File: src/rtl/memory_control.sv
`timescale 1ns/1ps
`default_nettype none
// ============================================================================
//  Module   : memory_control
//  Purpose  : Memory-side responder for the per-core icache/dcache request
//             interface. Arbitrates instruction fetches and data loads/stores
//             from CPUS cores onto one single-ported RAM and returns a
//             one-cycle wait-low completion strobe (plus load data) to the
//             winning requester.
//  Ports    : CLK, nRST             clock, asynchronous active-low reset
//             iREN/iaddr            per-core instruction fetch request
//             iwait/iload           per-core fetch completion / data
//             dREN/dWEN/daddr/dstore per-core data request
//             dwait/dload           per-core data completion / load data
//             ramREN/ramWEN/ramaddr/ramstore/ramload/ramstate  RAM side
//             Per-core vectors are flat: core c occupies [c*WORD_W +: WORD_W].
//  Revision : 1.0  initial release
// ============================================================================
module memory_control #(
  parameter int CPUS   = 2,
  parameter int WORD_W = 32
) (
  input  logic                     CLK,
  input  logic                     nRST,
  input  logic [CPUS-1:0]          iREN,
  input  logic [CPUS*WORD_W-1:0]   iaddr,
  output logic [CPUS-1:0]          iwait,
  output logic [CPUS*WORD_W-1:0]   iload,
  input  logic [CPUS-1:0]          dREN,
  input  logic [CPUS-1:0]          dWEN,
  input  logic [CPUS*WORD_W-1:0]   daddr,
  input  logic [CPUS*WORD_W-1:0]   dstore,
  output logic [CPUS-1:0]          dwait,
  output logic [CPUS*WORD_W-1:0]   dload,
  output logic                     ramREN,
  output logic                     ramWEN,
  output logic [WORD_W-1:0]        ramaddr,
  output logic [WORD_W-1:0]        ramstore,
  input  logic [WORD_W-1:0]        ramload,
  input  logic [1:0]               ramstate
);

  localparam int PTR_W = (CPUS > 1) ? $clog2(CPUS) : 1;

  localparam logic [1:0] c_ram_access = 2'd2;
  localparam logic [1:0] c_ram_error  = 2'd3;

  typedef enum logic [0:0] {
    IDLE   = 1'b0,
    ACCESS = 1'b1
  } state_t;

  state_t             r_state, w_state_nx;
  logic [PTR_W-1:0]   r_rr_ptr, w_rr_nx;
  logic [PTR_W-1:0]   r_own_core, w_own_core_nx;
  logic               r_own_data, w_own_data_nx;
  logic               r_own_write, w_own_write_nx;

  // Per-core unpacked views of the flat port vectors
  logic [WORD_W-1:0]  w_iaddr  [CPUS];
  logic [WORD_W-1:0]  w_daddr  [CPUS];
  logic [WORD_W-1:0]  w_dstore [CPUS];
  logic [WORD_W-1:0]  w_iload  [CPUS];
  logic [WORD_W-1:0]  w_dload  [CPUS];

  for (genvar c = 0; c < CPUS; c++) begin : g_core
    assign w_iaddr[c]                  = iaddr[c*WORD_W +: WORD_W];
    assign w_daddr[c]                  = daddr[c*WORD_W +: WORD_W];
    assign w_dstore[c]                 = dstore[c*WORD_W +: WORD_W];
    assign iload[c*WORD_W +: WORD_W]   = w_iload[c];
    assign dload[c*WORD_W +: WORD_W]   = w_dload[c];
  end

  // --------------------------------------------------------------------------
  // Round-robin pick within each class. Every core's distance from rr_ptr is
  // computed modulo CPUS; the closest requesting core wins its class.
  // --------------------------------------------------------------------------
  logic               w_d_found, w_i_found, w_d_write;
  logic [PTR_W-1:0]   w_d_core, w_i_core;
  int                 w_d_best, w_i_best, w_dist;

  always_comb begin
    w_d_found = 1'b0;
    w_d_core  = '0;
    w_d_write = 1'b0;
    w_d_best  = CPUS;
    w_i_found = 1'b0;
    w_i_core  = '0;
    w_i_best  = CPUS;
    w_dist    = 0;
    for (int c = 0; c < CPUS; c++) begin
      w_dist = c - int'(r_rr_ptr);
      if (w_dist < 0) w_dist = w_dist + CPUS;
      if ((dREN[c] || dWEN[c]) && (w_dist < w_d_best)) begin
        w_d_found = 1'b1;
        w_d_best  = w_dist;
        w_d_core  = PTR_W'(c);
        // dWEN with dREN together is serviced as a write
        w_d_write = dWEN[c];
      end
      if (iREN[c] && (w_dist < w_i_best)) begin
        w_i_found = 1'b1;
        w_i_best  = w_dist;
        w_i_core  = PTR_W'(c);
      end
    end
  end

  // Owner's live enable; dropping it during ACCESS aborts the transaction
  logic w_own_en;
  always_comb begin
    if (r_own_data) w_own_en = r_own_write ? dWEN[r_own_core] : dREN[r_own_core];
    else            w_own_en = iREN[r_own_core];
  end

  // --------------------------------------------------------------------------
  // State register
  // --------------------------------------------------------------------------
  always_ff @(posedge CLK or negedge nRST) begin
    if (!nRST) begin
      r_state     <= IDLE;
      r_rr_ptr    <= '0;
      r_own_core  <= '0;
      r_own_data  <= 1'b0;
      r_own_write <= 1'b0;
    end else begin
      r_state     <= w_state_nx;
      r_rr_ptr    <= w_rr_nx;
      r_own_core  <= w_own_core_nx;
      r_own_data  <= w_own_data_nx;
      r_own_write <= w_own_write_nx;
    end
  end

  // --------------------------------------------------------------------------
  // Next state and outputs. Completion is Mealy: the wait drops in the same
  // cycle the RAM reports ACCESS, so a zero-wait RAM gives 2-cycle latency.
  // --------------------------------------------------------------------------
  always_comb begin
    w_state_nx     = r_state;
    w_rr_nx        = r_rr_ptr;
    w_own_core_nx  = r_own_core;
    w_own_data_nx  = r_own_data;
    w_own_write_nx = r_own_write;
    iwait          = '1;
    dwait          = '1;
    ramREN         = 1'b0;
    ramWEN         = 1'b0;
    ramaddr        = '0;
    ramstore       = '0;
    for (int c = 0; c < CPUS; c++) begin
      w_iload[c] = '0;
      w_dload[c] = '0;
    end

    case (r_state)
      IDLE: begin
        if (w_d_found || w_i_found) begin
          w_state_nx     = ACCESS;
          w_own_data_nx  = w_d_found;
          w_own_core_nx  = w_d_found ? w_d_core : w_i_core;
          w_own_write_nx = w_d_found && w_d_write;
        end
      end

      ACCESS: begin
        if (!w_own_en) begin
          w_state_nx = IDLE;
        end else begin
          if (r_own_data) begin
            ramaddr = w_daddr[r_own_core];
            if (r_own_write) begin
              ramWEN   = 1'b1;
              ramstore = w_dstore[r_own_core];
            end else begin
              ramREN   = 1'b1;
            end
          end else begin
            ramREN  = 1'b1;
            ramaddr = w_iaddr[r_own_core];
          end

          if (ramstate == c_ram_access) begin
            if (r_own_data) begin
              dwait[r_own_core] = 1'b0;
              if (!r_own_write) w_dload[r_own_core] = ramload;
            end else begin
              iwait[r_own_core]   = 1'b0;
              w_iload[r_own_core] = ramload;
            end
            w_state_nx = IDLE;
            w_rr_nx    = (r_own_core == PTR_W'(CPUS - 1)) ? '0 : r_own_core + 1'b1;
          end else if (ramstate == c_ram_error) begin
            // Back to IDLE; the still-held request is re-arbitrated
            w_state_nx = IDLE;
          end
        end
      end

      default: w_state_nx = IDLE;
    endcase
  end

endmodule
`default_nettype wire
File: config.mk
export PLATFORM = sky130hd
export DESIGN_NAME = memory_control
export DESIGN_NICKNAME = d
export VERILOG_FILES = /design/src/rtl/memory_control.sv
export SDC_FILE = /design/constraint.sdc
export NUM_CORES = 1
export LEC_CHECK = 0
export CAP_MARGIN = 20
export CORE_AREA = 2 2 170 172
export CTS_CLUSTER_SIZE = 40
export DETAILED_ROUTE_END_ITERATION = 10
export DIE_AREA = 0 0 172 174
export GPL_TIMING_DRIVEN = 0
export PLACE_DENSITY_LB_ADDON = 0.1
export SYNTH_ARGS = -nofsm -noshare
export SYNTH_HDL_FRONTEND = slang
export SYNTH_SLANG_ARGS = --single-unit
File: constraint.sdc
create_clock -name CLK -period 2.1 [get_ports CLK]
set_clock_uncertainty 0.2 [all_clocks]
set_input_delay 0.315 -clock CLK [delete_from_list [all_inputs] [get_ports CLK]]
set_output_delay 0.315 -clock CLK [all_outputs]
set_load 0.05 [all_outputs]
==> metrics.txt <==
EDFF count, synth 0; sequential-to-total area share from yosys stat 4.51%; first-pass GRT wire length 29700 um; Crit. End Element output port; setup slack, reg-to-reg ~0.21 ns; number of fill cells in the layout 2839; Hold WC Path Type primary input to async pin; fin worst setup slack -0.479 ns; Clock Latency Late Sink around 0.23 ns; Hold Violations, Final 0; synthesized instance count 335; Synth Warn # 0; Worst Path Max Fanout 6; highest clock rate 388 MHz; Max clock buf depth 2; RSZ-0062 raised after global routing true; Buf+Inv Stages, Crit Path 4; hold_buf cts 0; Finish-stage setup viols roughly 190; clk root buf clkbuf_16; CTS Buf Count 3; dominant synthesized flop cell dfrtp_1; final WL between 20000 and 25000 um; vias in the first global route roughly 4800; final worst-path cycle share 123%; WP data arrival 2.06 ns; CORE AREA ~28000 sq um; row count 62; CP delay by family, top buffers and inverters; violated checks setup timing; #FFs+latches synth 5; post-layout min period 2.58 ns; sequence of cells on the critical path buf_6, mux4_2, nand3b_4, nor3_4, buf_12, clkbuf_16, and2_4, buf_8; Clock Sinks 5; multi-input logic area approximately 3300 sq um; Buffers on Ports roughly 430; CP startpoint kind flop; fin nets 1061; Die X 172 um; top-area cell type share of the netlist area between 20% and 30%; First DRT Iteration DRCs 131; H-tree levels 1; status finished with violations; GRT Total Usage 13.0%; Worst Setup Path Type flop to output port; grt ovf 0; TritonCTS clock tree built; via/cell ratio 3.76; Worst Tran Pin Value 0.437 ns; share of cells above drive strength 1 63.7%; ys async rst share 100%; GPL Wtd Cong 0.757; worst vdd ir ~0.37 mV; Data required, critical path 1.58 ns; Unique masters post-synth 30; post-route antenna net violation count 0; leakage dissipation roughly 4.3 nW; clock-pin slew on the worst setup and hold paths 0.04 ns; routed vias around 4600; max incr delay on CP 0.55 ns; Final Total Pwr 0.00919 W; die area 29900 sq um; Initial Util around a tenth; FF+latch area roughly 130 sq um; DRT Pass-1 Iters 4; drt wl/cell about 18 um; PD cells between 900 and 1000 nW/um^2; fin. max-slew vios 0; Syn Std Cell Area between 2000 and 3000 sq um; syn avg cell area 8.28 sq um; Max-Cap Viols 0; placed insts around 1200; Post-Layout Cell Count ~1200; Worst R2R Path Depth 8; Layout area overhead 267%; initial antenna violation count 5; residual DRC count 0; largest net degree at the start of global routing 11; top post-synthesis cells by area and2_1 29%, mux4_2 27%, mux2i_1 13%; relative slew slack 70.6%; Reg-to-Reg Start r_own_write; Vert. Die Dim between 150 and 200 um; pre-CTS setup slack -1.53 ns; critical path's slowest cell mux4_2; syn nets roughly 570; Post-synth top cells 129 x and2_1, 35 x mux2i_1, 33 x mux4_2, 33 x nor2_1, 32 x nor2b_1; Detail Placement HPWL 17200 um; worst reg2reg endpoint r_state; most frequent cell after synthesis and2_1; Top-Level Pins about 430; Synth area leader and2_1
[routing by layer]
layer / wire length [um] / GRT usage, %
met4: 160 / 1.79
met5: 23 / 0
met3: 2280 / 4.28
met1: 7360 / 12.9
met2: 12000 / 26.1
[kinds of logic after synthesis]
family                 Yosys count  share of synthesized area (%)
flip-flops                       5                           4.51
multiplexers                    70                           40.2
AND/OR/NAND/NOR                213                           47.0
buffers and inverters           36                           6.00
AO/OA/AOI/OAI                   11                           2.30
[through the flow]
step | setup TNS, ns | util [%] | cell area (sq um) | hold slack [ns]
floorplan | -4.99 | - | 3380 | -0.181
global placement | -266.38 | 28.9 | 8170 | 0.351
detailed placement | -269.52 | 28.9 | 8170 | 0.358
CTS | -74.99 | 33.9 | 9580 | 0.120
global route | -79.52 | 36.1 | 10200 | 0.138
finish | -64.00 | 36.1 | 10200 | 0.109
[registers in the layout (all words and copies together), names as in the netlist]
register     count
r_rr_ptr         1
r_state          1
r_own_write      1
r_own_data       1
r_own_core       1
[worst max path at each step]
stage          startpoint          end  slack, ns  cells after the start
3_5_place_dp      dWEN[1]  ramaddr[23]      -1.53                      7
2_1_floorplan  r_own_data  ramaddr[22]      -0.25                      4
3_3_place_gp      dWEN[1]  ramaddr[30]      -1.59                      7
4_1_cts        r_own_core    dload[55]      -0.51                      8
6_report       r_own_core    dload[29]      -0.48                      8
5_1_grt        r_own_core    dload[29]      -0.54                      8
[layout by cell type (no fill, tap or decap), types with 7 or more instances in the layout]
cell type,n
clkbuf_16,19
buf_4,38
buf_8,133
and2_2,20
clkdlybuf4s50_1,225
nor2_4,28
dlygate4sd2_1,7
buf_6,73
mux2i_1,30
and2_1,8
buf_12,15
nor2b_4,29
mux4_2,33
and2_4,101
[power by group]
part           internal (W)  switching, W
clock network      0.000249     0.0000679
registers          0.000149     0.0000747
logic               0.00431       0.00434
total               0.00471       0.00448
[cell type report]
class / instances / share of cell area (%)
timing repair buffer: 491 / 56.5
multi-input combinational: 294 / 32.0
tap: 384 / 4.72
buffer: 26 / 4.35
sequential: 5 / 1.25
clock buffer: 3 / 0.737
inverter: 6 / 0.270
clock inverter: 1 / 0.0491
antenna: 2 / 0.0491
[timing repair]
action / CTS / global route
buffers inserted: 35 / 12
gates resized for setup: 1509 / 202
pin swaps: 15 / 20
cloned: 8 / 8
setup endpoints to repair: 199 / 198
hold endpoints to repair: 0 / 0
Power figures use the tool's default switching activity.
==> edit 1 (same flow settings) <==
`WORD_W`: 32 -> 36.
--- a/src/rtl/memory_control.sv
+++ b/src/rtl/memory_control.sv
@@ -19,5 +19,5 @@
 module memory_control #(
   parameter int CPUS   = 2,
-  parameter int WORD_W = 32
+  parameter int WORD_W = 36
 ) (
   input  logic                     CLK,
Interface: changed (8 resized); port bits go from 432 to 484. No check against the original RTL was run, so the function may have changed too.
==> edit 1 against the unedited design <==
- the run still ends with negative setup slack left
- worst setup slack worse by 0.060 ns
- sequential share of layout area shrank 0.17 points
- non-clock buffer count up 93
- sequential cell count stayed put
- wire length grew 21%
- cell area increased by 17%
- total power grew 19%
- hold slack better by 0.0069 ns
- die area is the same
- area after synthesis grew 20%
- combinational power up 20%
- critical endpoint is now ramaddr[15]
==> edit 1: results (changes against the unedited design) <==
[run_status]
status = finished, violations left  ; unchanged
violations = negative setup slack  ; unchanged

[placement]
post-place-ws_ns = -1.72  ; was -1.53 ns
gp_congestion = 0.760  ; was 0.757
dpl.cell_count = 1245  ; was 1,150
post-dp-hpwl_um = 19900  ; was 17,200 um
place_area_um2 = 9020  ; was 8170 um^2
portBuffers = 483  ; was 431

[global_route]
grtUsageTotal_pct = 16.2  ; was 13.0%
grt_use_met1_pct = 16.3  ; was 12.9%
grt_use_met2_pct = 32.7  ; was 26.1%
antenna_found_initial = 3  ; was 5

[logic_synthesis]
syn_avg_cell_area_um2 = 8.81  ; was 8.28 um^2
syn_nets = 640  ; was 569
yosys.cell_types.count = 36  ; was 30
yosysSeqAreaShare_pct = 3.76  ; was 4.51%

[setup_path]
cp_max_fo = 4  ; was 6
crit_slowest_cell = dfrtp_1  ; was mux4_2
r2r_slack_ns = 0  ; was 0.21 ns
reg2reg_depth = 10  ; was 8
cp_slowest_stage_delay_ns = 0.41  ; was 0.55 ns
crit_end = ramaddr[15]  ; was dload[29]

[sta]
fin_ws_ns = -0.539  ; was -0.479 ns
setup_violations = 220  ; was 194
whs_ns = 0.116  ; was 0.109 ns
tns_ns = -70.78  ; was -64.00 ns

[detailed_routing]
avgViaCountPerCell = 3.85  ; was 3.76
wl_met1_um = 8510  ; was 7360 um
drtIter0Drc = 153  ; was 131
wire_per_inst_um = 19.6  ; was 18.0 um

[power]
p_leak_nw = 5.10  ; was 4.31 nW
vdd.ir_drop.worst_uv = 459  ; was 366 uV

[clock_network]
cts_resized = 1586  ; was 1,509

==> edit 1: final cells by class <==
cell class / instances / area, um^2 / share of cell area (%)
buffer: 25 / 409 / 3.44
antenna: 2 / 5.00 / 0.0421
multi-input combinational: 332 / 3690 / 31.1
timing repair buffer: 585 / 7050 / 59.4
sequential: 5 / 129 / 1.08
tap: 384 / 480 / 4.04
clock buffer: 4 / 78.8 / 0.664
inverter: 7 / 31.3 / 0.263
==> edit 1: kinds of logic after synthesis <==
family | share of synthesized area, %
simple gates | 49.1
buf+inv | 7.74
mux | 37.3
flops | 3.76
compound gates | 2.10
==> edit 1: where the power goes <==
| part | switching (mW) | total [mW] | leakage (nW) | internal, mW |
|---|---|---|---|---|
| combinational | 5.12 | 10.4 | 5.01 | 5.29 |
| sequential | 0.0616 | 0.214 | 0.0539 | 0.152 |
| clock | 0.0583 | 0.310 | 0.0382 | 0.251 |
| total | 5.24 | 10.9 | 5.10 | 5.69 |
==> edit 2 (same settings) <==
Made on the original files. Reset style: synchronous (`nRST`), changed in one clocked block. Comments in the files are not updated.
--- a/src/rtl/memory_control.sv
+++ b/src/rtl/memory_control.sv
@@ -117,5 +117,5 @@
   // State register
   // --------------------------------------------------------------------------
-  always_ff @(posedge CLK or negedge nRST) begin
+  always_ff @(posedge CLK) begin
     if (!nRST) begin
       r_state     <= IDLE;
Behaviour: differs if nRST is asserted again (counterexample within 4 cycles, from zero or initial values and one cycle with nRST low); with nRST held inactive, the same outputs for 4 cycles.
==> edit 2 against the unedited design <==
- the run still ends with negative setup slack left
- die area stayed put
- global-route usage is 0.46 points lower
- hold slack better by 0.16 ns
- maximum frequency is 5.3% higher
- count of clock-buffer cells in the layout is 1 higher
- sequential cell count stayed put
- register-to-register slack worse by 0.06 ns
- critical path type unchanged
- area after synthesis is 0.77% higher
- worst setup slack better by 0.13 ns
- cell area is 11% lower
- wire length is 5.7% lower
Power is left out: it rests on default switching activity, and per cell area and clock period it moved more than threefold.
==> edit 2: results (changes against the unedited design) <==
[logic_synthesis]
syn_avg_cell_area_um2 = 8.03  ; was 8.28 um^2
ys.flop_type = dfxtp_1  ; was dfrtp_1
ys_warn_count = 0  ; unchanged
ys_async_sr_fraction_pct = 0  ; was 100%
yosys-top-cells-area = mux4_2 (26%), and2_1 (22%), mux2i_1 (12%)  ; was and2_1 (29%), mux4_2 (27%), mux2i_1 (13%)
yosys.cell_types.count = 34  ; was 30
synthTopCellsByCount = and2_1 (98), nor2_1 (37), mux2i_1 (34)  ; was and2_1 (129), mux2i_1 (35), mux4_2 (33), nor2_1 (33), nor2b_1 (32)
syn_nets = 582  ; was 569
yosysSeqAreaShare_pct = 3.58  ; was 4.51%

[run_status]
violations = negative setup slack  ; unchanged
status = finished, violations left  ; unchanged

[clock_network]
cts_buffers = 3  ; unchanged
cts_root_buf = clkbuf_16  ; unchanged
clock_latency_ns = 0.23  ; about the same
cts_max_level = 1  ; unchanged
clockBufferDepth = 2  ; unchanged

[placement]
post-dp-hpwl_um = 16600  ; was 17,200 um
place_area_um2 = 7980  ; was 8170 um^2
portBuffers = 431  ; unchanged
gp_congestion = 0.766  ; was 0.757

[global_route]
grt_pass1_vias = 4873  ; was 4,847
grt_pass1_wl_um = 28700  ; was 29,700 um
antenna_found_initial = 1  ; was 5
grt_use_met2_pct = 25.4  ; was 26.1%
grt_use_met1_pct = 12.5  ; was 12.9%
use_met3_pct = 3.16  ; was 4.28%
grt_max_degree = 11  ; unchanged
grtUsageTotal_pct = 12.5  ; was 13.0%

[finish]
drive_gt1_share_pct = 56.8  ; was 63.7%
num-nets-final = 1048  ; was 1,061
instances_no_fill = 1198  ; was 1,212
n_fill_cell = 3002  ; was 2,839

[sta]
maxSlewViolCount = 0  ; unchanged
fin_ws_ns = -0.350  ; was -0.479 ns
setup_violations = 160  ; was 194
tightest_slew_ns = 0.446  ; was 0.437 ns
tns_ns = -31.99  ; was -64.00 ns

[detailed_routing]
wl_um = 20500  ; was 21,800 um
firstDrtPassIters = 4  ; unchanged
drtIter0Drc = 79  ; was 131
avgViaCountPerCell = 3.77  ; was 3.76

[setup_path]
cp_max_fo = 7  ; was 6
cp.arrival_ns = 1.94  ; was 2.06 ns

[hold_path]
hold_path_class = input port to register  ; was input port to async pin

==> edit 2: area by class of cell <==
cell class	instances	area, um^2	area share (%)
Multi-Input combinational cell	303	3010	33.3
Antenna cell	1	2.50	0.0277
Inverter	7	26.3	0.291
Clock buffer	4	78.8	0.872
Timing Repair Buffer	461	4840	53.6
Tap cell	384	480	5.32
Buffer	33	484	5.36
Sequential cell	5	109	1.20
==> edit 2: through the flow <==
step / hold WS [ns] / setup slack [ns]
2_1_floorplan: 0.228 / -0.130
3_3_place_gp: 0.286 / -1.88
3_5_place_dp: 0.283 / -1.93
4_1_cts: 0.292 / -0.379
5_1_grt: 0.322 / -0.398
6_report: 0.271 / -0.350
==> edit 2: timing repair <==
| item | CTS | global route |
|---|---|---|
| setup buffers | 15 | 7 |
| pin swaps | 9 | 4 |
| cloned | 6 | 3 |
| setup endpoints to repair | 199 | 193 |
| resized for setup | 1442 | 88 |
==> edit 2: final timing paths <==
path | slack (ns) | to | startpoint | depth (start not counted)
setup / recovery | -0.35 | ramaddr[8] | r_own_core | 7
hold / removal | 0.27 | r_state | ramstate[1] | 3
setup reg to reg | 0.15 | r_state | r_own_core | 7
hold reg to reg | 0.29 | r_rr_ptr | r_rr_ptr | 2
==> edit 2: kinds of logic after synthesis <==
logic type	Yosys count	synth area share, %
compound gates	17	4.83
buf+inv	41	7.21
flops	5	3.58
mux	66	38.0
simple gates	219	46.4
==> edit 2: critical path: stages (launching register included) <==
cell and delay [ns]:
dfxtp_4 0.36, buf_12 0.13, a21oi_4 0.06, a22o_4 0.24
a211o_4 0.43, buf_12 0.19, nor2b_4 0.14, buf_8 0.16
==> edit 2: routing by layer <==
metal / part of all wire [%] / wire length (um) / vias to the layer above
met5: 0.049 / 10 / -
met4: 1.3 / 277 / 2
met3: 10 / 2050 / 15
met2: 55 / 11300 / 256
met1: 34 / 6920 / 2095
li1: - / - / 2149
